===== config.mk =====
export PLATFORM = sky130hd
export DESIGN_NAME = mips_multicycle_ctrl
export DESIGN_NICKNAME = d
export VERILOG_FILES = /design/src/rtl/mips_multicycle_ctrl.sv
export SDC_FILE = /design/constraint.sdc
export NUM_CORES = 1
export LEC_CHECK = 0
export BUFFER_PORTS_ARGS = -buffer_cell sky130_fd_sc_hd__buf_4
export CAP_MARGIN = 30
export CELL_PAD_IN_SITES_DETAIL_PLACEMENT = 1
export CELL_PAD_IN_SITES_GLOBAL_PLACEMENT = 1
export CORE_MARGIN = 1
export CORE_UTILIZATION = 42
export CTS_BUF_LIST = sky130_fd_sc_hd__clkbuf_8
export DETAILED_ROUTE_END_ITERATION = 16
export PLACE_DENSITY = 0.89
export SYNTH_ARGS = -nofsm -noshare
export SYNTH_HDL_FRONTEND = slang
export SYNTH_SLANG_ARGS = --single-unit

===== constraint.sdc =====
create_clock -name clk -period 2.36 [get_ports clk]
set_input_delay 0.59 -clock clk [delete_from_list [all_inputs] [get_ports clk]]
set_output_delay 0.59 -clock clk [all_outputs]
set_load 0.02 [all_outputs]

===== src/rtl/mips_multicycle_ctrl.sv =====
// Multicycle MIPS main control FSM: sequences fetch/decode/execute/memory/write-back,
// stalls on memReady with an optional abort timeout, and counts retired instructions.
// Optional feature: define MCTRL_BNE_EN to add bne (opcode 000101) through the BRANCH state.
module mips_multicycle_ctrl #(
    parameter int TIMEOUT_CYCLES = 16,
    parameter int CNT_W          = 32
) (
    input  logic             clk,
    input  logic             rst_n,
    input  logic [5:0]       Opcode,
    input  logic             Zero,
    input  logic             memReady,
    output logic             PcEn,
    output logic [1:0]       PCSrc,
    output logic             IorD,
    output logic             MemRead,
    output logic             MemWrite,
    output logic             IRWrite,
    output logic             MemtoReg,
    output logic             RegDst,
    output logic             RegWrite,
    output logic             ALUSrcA,
    output logic [1:0]       ALUSrcB,
    output logic [1:0]       ALUOp,
    output logic             illegalOp,
    output logic             memTimeout,
    output logic [CNT_W-1:0] instrCount,
    output logic [3:0]       state
);

    typedef enum logic [3:0] {
        S_FETCH    = 4'd0,
        S_DECODE   = 4'd1,
        S_MEMADR   = 4'd2,
        S_MEMREAD  = 4'd3,
        S_MEMWB    = 4'd4,
        S_MEMWRITE = 4'd5,
        S_EXECUTE  = 4'd6,
        S_ALUWB    = 4'd7,
        S_BRANCH   = 4'd8,
        S_ADDIEX   = 4'd9,
        S_ADDIWB   = 4'd10,
        S_JUMP     = 4'd11
    } state_e;

    typedef struct packed {
        logic [1:0] pc_src;
        logic       iord;
        logic       mem_rd;
        logic       mem_wr;
        logic       mem2reg;
        logic       reg_dst;
        logic       reg_wr;
        logic       src_a;
        logic [1:0] src_b;
        logic [1:0] alu_op;
    } ctl_t;

    localparam logic [5:0] OP_R    = 6'b000000;
    localparam logic [5:0] OP_J    = 6'b000010;
    localparam logic [5:0] OP_BEQ  = 6'b000100;
    localparam logic [5:0] OP_ADDI = 6'b001000;
    localparam logic [5:0] OP_LW   = 6'b100011;
    localparam logic [5:0] OP_SW   = 6'b101011;
`ifdef MCTRL_BNE_EN
    localparam logic [5:0] OP_BNE  = 6'b000101;
`endif

    localparam bit             TMO_EN = (TIMEOUT_CYCLES != 0);
    localparam int             TW     = (TIMEOUT_CYCLES > 1) ? $clog2(TIMEOUT_CYCLES) : 1;
    localparam logic [TW-1:0]  WLIM   = TW'(TIMEOUT_CYCLES - 1);

    // Moore outputs as a function of state; registered from the next state so
    // they line up with state_q without a decode stage on the output path.
    function automatic ctl_t ctl_of(input state_e s);
        ctl_t c;
        c = '0;
        case (s)
            S_FETCH:    begin c.mem_rd = 1'b1; c.src_b = 2'b01; end
            S_DECODE:   c.src_b = 2'b11;
            S_MEMADR:   begin c.src_a = 1'b1; c.src_b = 2'b10; end
            S_MEMREAD:  begin c.mem_rd = 1'b1; c.iord = 1'b1; end
            S_MEMWB:    begin c.reg_wr = 1'b1; c.mem2reg = 1'b1; end
            S_MEMWRITE: begin c.mem_wr = 1'b1; c.iord = 1'b1; end
            S_EXECUTE:  begin c.src_a = 1'b1; c.alu_op = 2'b10; end
            S_ALUWB:    begin c.reg_wr = 1'b1; c.reg_dst = 1'b1; end
            S_BRANCH:   begin c.src_a = 1'b1; c.alu_op = 2'b01; c.pc_src = 2'b01; end
            S_ADDIEX:   begin c.src_a = 1'b1; c.src_b = 2'b10; end
            S_ADDIWB:   c.reg_wr = 1'b1;
            S_JUMP:     c.pc_src = 2'b10;
            default:    c = '0;
        endcase
        return c;
    endfunction

    state_e            state_q, state_d;
    ctl_t              ctl_q;
    logic [TW-1:0]     wait_q, wait_d;
    logic [CNT_W-1:0]  cnt_q;
    logic              is_sw_q;
    logic              illegal, retire, wait_st, tmo, br_take;

`ifdef MCTRL_BNE_EN
    logic              is_bne_q;
    assign br_take = is_bne_q ? ~Zero : Zero;
`else
    assign br_take = Zero;
`endif

    assign wait_st = (state_q == S_FETCH) || (state_q == S_MEMREAD) || (state_q == S_MEMWRITE);
    // The miss that brings the count to the limit aborts; a ready in that cycle completes instead.
    assign tmo     = TMO_EN && wait_st && !memReady && (wait_q == WLIM);

    always_comb begin
        state_d = state_q;
        illegal = 1'b0;
        retire  = 1'b0;
        case (state_q)
            S_FETCH:    if (memReady) state_d = S_DECODE;
            S_DECODE: begin
                case (Opcode)
                    OP_LW, OP_SW: state_d = S_MEMADR;
                    OP_R:         state_d = S_EXECUTE;
                    OP_BEQ:       state_d = S_BRANCH;
`ifdef MCTRL_BNE_EN
                    OP_BNE:       state_d = S_BRANCH;
`endif
                    OP_ADDI:      state_d = S_ADDIEX;
                    OP_J:         state_d = S_JUMP;
                    default: begin
                        state_d = S_FETCH;
                        illegal = 1'b1;
                    end
                endcase
            end
            S_MEMADR:   state_d = is_sw_q ? S_MEMWRITE : S_MEMREAD;
            S_MEMREAD: begin
                if (memReady)  state_d = S_MEMWB;
                else if (tmo)  state_d = S_FETCH;
            end
            S_MEMWRITE: begin
                if (memReady) begin
                    state_d = S_FETCH;
                    retire  = 1'b1;
                end else if (tmo) begin
                    state_d = S_FETCH;
                end
            end
            S_EXECUTE:  state_d = S_ALUWB;
            S_ADDIEX:   state_d = S_ADDIWB;
            S_MEMWB, S_ALUWB, S_ADDIWB, S_BRANCH, S_JUMP: begin
                state_d = S_FETCH;
                retire  = 1'b1;
            end
            default:    state_d = S_FETCH;
        endcase
    end

    // Counter runs only while sitting in the same wait state; any entry or abort clears it.
    always_comb begin
        wait_d = '0;
        if (TMO_EN && wait_st && !memReady && !tmo && (state_d == state_q))
            wait_d = wait_q + TW'(1);
    end

    always_ff @(posedge clk or negedge rst_n) begin
        if (!rst_n) begin
            state_q  <= S_FETCH;
            ctl_q    <= ctl_of(S_FETCH);
            wait_q   <= '0;
            cnt_q    <= '0;
            is_sw_q  <= 1'b0;
`ifdef MCTRL_BNE_EN
            is_bne_q <= 1'b0;
`endif
        end else begin
            state_q <= state_d;
            ctl_q   <= ctl_of(state_d);
            wait_q  <= wait_d;
            if (retire)
                cnt_q <= cnt_q + CNT_W'(1);
            if (state_q == S_DECODE) begin
                is_sw_q  <= (Opcode == OP_SW);
`ifdef MCTRL_BNE_EN
                is_bne_q <= (Opcode == OP_BNE);
`endif
            end
        end
    end

    // Handshake-dependent strobes stay combinational but are forced low during reset.
    assign PcEn       = rst_n && (((state_q == S_FETCH) && memReady) ||
                                  ((state_q == S_BRANCH) && br_take) ||
                                   (state_q == S_JUMP));
    assign IRWrite    = rst_n && (state_q == S_FETCH) && memReady;
    assign illegalOp  = rst_n && (state_q == S_DECODE) && illegal;
    assign memTimeout = rst_n && tmo;

    assign PCSrc      = ctl_q.pc_src;
    assign IorD       = ctl_q.iord;
    assign MemRead    = ctl_q.mem_rd;
    assign MemWrite   = ctl_q.mem_wr;
    assign MemtoReg   = ctl_q.mem2reg;
    assign RegDst     = ctl_q.reg_dst;
    assign RegWrite   = ctl_q.reg_wr;
    assign ALUSrcA    = ctl_q.src_a;
    assign ALUSrcB    = ctl_q.src_b;
    assign ALUOp      = ctl_q.alu_op;
    assign instrCount = cnt_q;
    assign state      = state_q;

endmodule


# [Word level (Yosys, flattened, before mapping)]
# Cells that the tools add are included.
# Widths: inputs -> output; s select.
[word_totals] ff_bits=54 latchBits=0 ram_bits=0 romBits=0 in_bits=10 out_inout_bits=53 word_cells=96 memories=0
[classes] addsub=2 multipliers=0 div_mod_pow=0 magnitude_cmp=0 n_eq_ne=29 n_shift=0 muxes=22 bitwise=0 n_reduce_logical=29
[op_table] operator="$eq 4x4->1 const B" count=9
[op_table] operator="$add 32x1->32 const B" count=1
[op_table] operator="$eq 4x3->1 const B" count=8
[op_table] operator="$pmux 4 s7" count=1
[op_table] operator="$mux 4" count=5
[op_table] operator="$pmux 4 s5" count=1
[op_table] operator="$eq 4x2->1 const B" count=4
[op_table] operator="$eq 6x6->1 const B" count=2
[op_table] operator="$logic_and 1x1->1" count=12
[op_table] operator="$mux 1" count=10
[op_table] operator="$eq 4x1->1 const B" count=2
[op_table] operator="$logic_not 4->1" count=2
[op_table] operator="$pmux 2 s2" count=2
[op_table] operator="$reduce_or 2->1" count=4
[op_table] operator="$eq 6x2->1 const B" count=1
[op_table] operator="$eq 6x3->1 const B" count=1
[op_table] operator="$eq 6x4->1 const B" count=1
[op_table] operator="$logic_not 6->1" count=1
[op_table] operator="$pmux 2 s3" count=1
[op_table] operator="$reduce_or 6->1" count=1
[op_table] operator="$reduce_or 5->1" count=1
[op_table] operator="$add 4x1->4 const B" count=1
[op_table] operator="$eq 4x4->1" count=1
[op_table] operator="$logic_or 1x1->1" count=4
[op_table] operator="other kinds (5)" count=6

# [Longest topological paths before layout]
[depth] depth_word=11 depth_mapped=7 depth_no_buf=7

# [Least setup slack after synthesis]
# Ideal clock, no wire load.
[synth_timing] path_kind="reg-to-output" startpoint="register state_q[0] (netlist: state[0])" endpoint="output memTimeout" arrival_ps=1815 required_time_ps=1770 setup_slack_ps=-45 path_stages_with_launch=6 n_path_buf=1 path_cell_list="dfrtp_1 -> buf_2 -> nor2b_1 -> and3_1 -> or2_2 -> nor3b_1"
[synth_via] elab_chain_cells=6 word_cells_on_any_way=8 classes_between="2 x eq/ne; 6 x reduce/logical"
[synth_rtl] item="from (decl)" line_no="96" text="state_e state_q, state_d;"
[synth_rtl] item="from (signal assigned)" line_no="177" text="state_q <= state_d;"
[synth_rtl] item="$eq 4x2->1 / $logic_not 4->1 (equally long branches)" line_no="110" text="assign wait_st = (state_q == S_FETCH) || (state_q == S_MEMREAD) || (state_q == S_MEMWRITE);"
[synth_rtl] item="$logic_or 1x1->1" line_no="110"
[synth_rtl] item="$logic_or 1x1->1 *" line_no="110"
[synth_rtl] item="$logic_and 1x1->1 * (2 in series)" line_no="112" text="assign tmo = TMO_EN && wait_st && !memReady && (wait_q == WLIM);"
[synth_rtl] item="$logic_and 1x1->1 *" line_no="197" text="assign memTimeout = rst_n && tmo;"
[synth_rtl] item="to (decl)" line_no="26" text="output logic memTimeout,"
# Every way passes the cells marked *; elsewhere a longest branch is shown, timed or not.

# [Worst setup path in the final report]
[layout_timing] startpoint="register state_q[2] (netlist: state[2])" endpoint="output memTimeout"
# The elaborated chain is that of the path after synthesis.

==> metrics <==
kind of critical path flop to primary output; Post-Syn Nets about 270; post-synthesis cell type count 46; Slowest-stage cell, CP dfrtp_2; All-Layer GR Usage 0.216; # H-tree levels 2; worst path arrival time approximately 1700 ps; CTS tree yes; leading area contributor after synthesis dfrtp_1; CTS Buffer Depth 2; largest net degree at the start of global routing 51; status finished clean; final setup violation count 0; first-pass GRT wire length 10.9 mm; Hold Buf Count CTS 0; clock slew at reported path FFs 90 ps; number of CTS-inserted buffers 5; largest family of logic cells by synthesized area simple AND/OR/NAND/NOR gates; Synth top cells by count dfrtp_1 (51), xor2_1 (28), nor3_1 (21); sequential share of power 0.453; fin. max-slew vios 0; final core utilization 0.557; Final Hold Viols 0; max cap viols 0; Routed wire per std cell 16.6 um; Ports 63; Port-buffer cells between 60 and 70; Min-Delay Path Class input port to async pin; fraction of the mapped netlist area in simple logic gates 0.264; Worst Slack Setup Final 79.8 ps; post-synthesis adder-cell area fraction 0.00954; worst-margin pin slew ~640 ps; via count 2199; worst setup path start state[2]$_DFF_PN0_; Most used DFF post-synth dfrtp_1; power share of the combinational group 0.346; largest cells by area after synthesis dfrtp_1 (49%), xor2_1 (9.3%), nor3_1 (4.0%), nand3_1 (3.1%), nand2_1 (2.9%); die width 81.0 um; sw frac 0.350; DP Wirelength around 4.9 mm; Post-layout nets 343; TNS Setup 0 ps; share of layout cells above drive strength 1 0.286; Fmax achieved 439 MHz; sequential element share of the synthesized area 0.506; CP Capture Type primary output; Fill cells 690; multi-input logic area 1220 sq um; post-route ant nets 0; vias in the first global route 2265; Total Routed Length 6.74 mm; Clock Skew ~6.7 ps; switching power 0.861 mW; async set-or-reset flop fraction in the synthesized netlist 1.00; Required @ worst endpoint 1770 ps; most common cell in the netlist dfrtp_1; area grow syn2layout 27.1%; full die area approximately 6600 sq um; DR vias/cell 5.40; DR pass1 iterations 4; CP peak stage delay 470 ps; Critical Path Fanout Max 6; internal power 1.60 mW; Worst Path Buf+Inv 1; Crit path max-delay family simple AND/OR/NAND/NOR gates; Initial Util 0.438; Worst VDD drop 428 uV; post-place setup slack 92.7 ps; mux cell area share after synthesis 0.00429; Power Dens Cells 738 nW/um^2; Post-synth EDFFs 0; Post-Syn Area per Cell just over 10 sq um; Critical Path Start Type flop; DIE HEIGHT about 81 um; cells after synthesis 260; root buf cell clkbuf_8; reg2reg start state[1]$_DFF_PN0_; Max-slew headroom 0.572; RD Place Congestion 0.770; yosys synthesis warning count 0; minimum clock period after layout 2280 ps; Register Area 1330 sq um; worst skew pair latency 300 ps; post-synthesis cell area 2620 sq um; std cell rows 28; # clock sinks 53; XOR/XNOR Fraction of Synth Area 0.117; RSZ-0062 raised after global routing no; flops & latches, synth between 50 and 60; total grt overflow 0; Leak 1.73 nW; core box area 5990 sq um; initial antenna violation count 0; clock power share 0.201; DRT iter0 DRCs 51; DR DRC count 0; Final Cycle Share 0.966; crit path cell chain nor2b_1 > nor4b_1 > or2_4 > nor3b_2 > buf_4; Synth top area share 0.486; Ant. Diodes 0; placed insts 397; Synth Area in Compound Gates 0.0644; Layout Cells excl Fill 407
==> state kept, by name (all words and copies together) (netlist names) <==
| register | count |
|---|---|
| state | 4 |
| MemRead | 1 |
| RegWrite | 1 |
| MemtoReg | 1 |
| ALUSrcB | 2 |
| instrCount | 32 |
| ALUSrcA | 1 |
| MemWrite | 1 |
| PCSrc | 1 |
| ALUOp | 2 |
| RegDst | 1 |
| wait_q | 4 |
| IorD | 1 |
| is_sw_q | 1 |
==> worst register-to-register path: cells and delay by family (launching register included) <==
kind | cells | cell delay [ps]
AOI/OAI and AO/OA | 2 | 610
DFF | 1 | 540
buffers and inverters | 2 | 420
and+or+nand+nor | 2 | 330
==> final timing paths <==
check	to	slack, ps	cells past startpoint
worst min-delay path	RegWrite$_DFF_PN0_	70	1
worst max register to register	IorD$_DFF_PN0_	350	6
worst max-delay path	memTimeout	80	5
worst min register to register	wait_q[0]$_DFF_PN0_	470	1
max in group asynchronous	state[3]$_DFF_PN0_	1430	2
min in group clk	wait_q[0]$_DFF_PN0_	470	1
==> layer usage <==
| layer | share of wire | track usage | up-vias | wire length [um] |
|---|---|---|---|---|
| met5 | 0 | 0 | - | 0 |
| li1 | - | - | 1043 | - |
| met1 | 0.41 | 0.247 | 1105 | 2740 |
| met3 | 0.040 | 0.0461 | 5 | 269 |
| met4 | 0.0050 | 0.0429 | 0 | 34 |
| met2 | 0.55 | 0.409 | 46 | 3690 |
==> through the flow <==
stage | instance area, sq um | total power, mW | hold WS (ps)
after global placement | 3220 | 1.93 | 394
final | 3340 | 2.46 | 74.5
after CTS | 3320 | 2.46 | 71.5
after global routing | 3340 | 2.60 | 69.8
after detailed placement | 3220 | 1.96 | 400
after floorplan | 2630 | 1.63 | 294
==> cell type report <==
type                    count  area share
flip-flops and latches     53       0.399
multi-input cells         187       0.366
repair buffers             74       0.170
well taps                  75      0.0281
clock buffers               5      0.0206
inverters                  10      0.0113
clock inverters             3     0.00450
==> logic make-up (layout without fill, tap and decap cells) <==
logic type,after synthesis,in the layout
and+or+nand+nor,123,123
buffers and inverters,20,92
AOI/OAI and AO/OA,26,26
xor gates and xnor gates,35,35
adders and majority gates,2,2
DFF,53,53
muxes,1,1
==> power by group through the flow <==
stage / sequential, mW / combinational, mW / clock (mW)
2_1_floorplan: 1.22 / 0.409 / 0
3_3_place_gp: 1.13 / 0.799 / 0
3_5_place_dp: 1.14 / 0.825 / 0
4_1_cts: 1.12 / 0.846 / 0.503
5_1_grt: 1.13 / 0.937 / 0.536
6_report: 1.12 / 0.851 / 0.495
==> cell usage in the layout (no fill, tap or decap), drive strengths merged, types with 3 or more instances in the layout <==
cell / n
xor2: 28
and3: 6
inv: 12
nand2b: 4
nor3: 21
buf: 74
nor3b: 3
and4: 6
nand2: 20
nand4: 3
clkbuf: 5
nor2b: 7
and2: 4
o21ai: 8
xnor2: 7
nor4: 5
nor2: 18
a21oi: 7
dfrtp: 51
nand3: 17
==> repair_timing <==
| item | CTS | global route |
|---|---|---|
| pin swaps | 0 | 1 |
| buffers inserted | 1 | 1 |
| cloned | 0 | 0 |
| resized for setup | 2 | 3 |
| setup endpoints to repair | 1 | 2 |
Note: power is estimated with default switching activity, not from simulation.
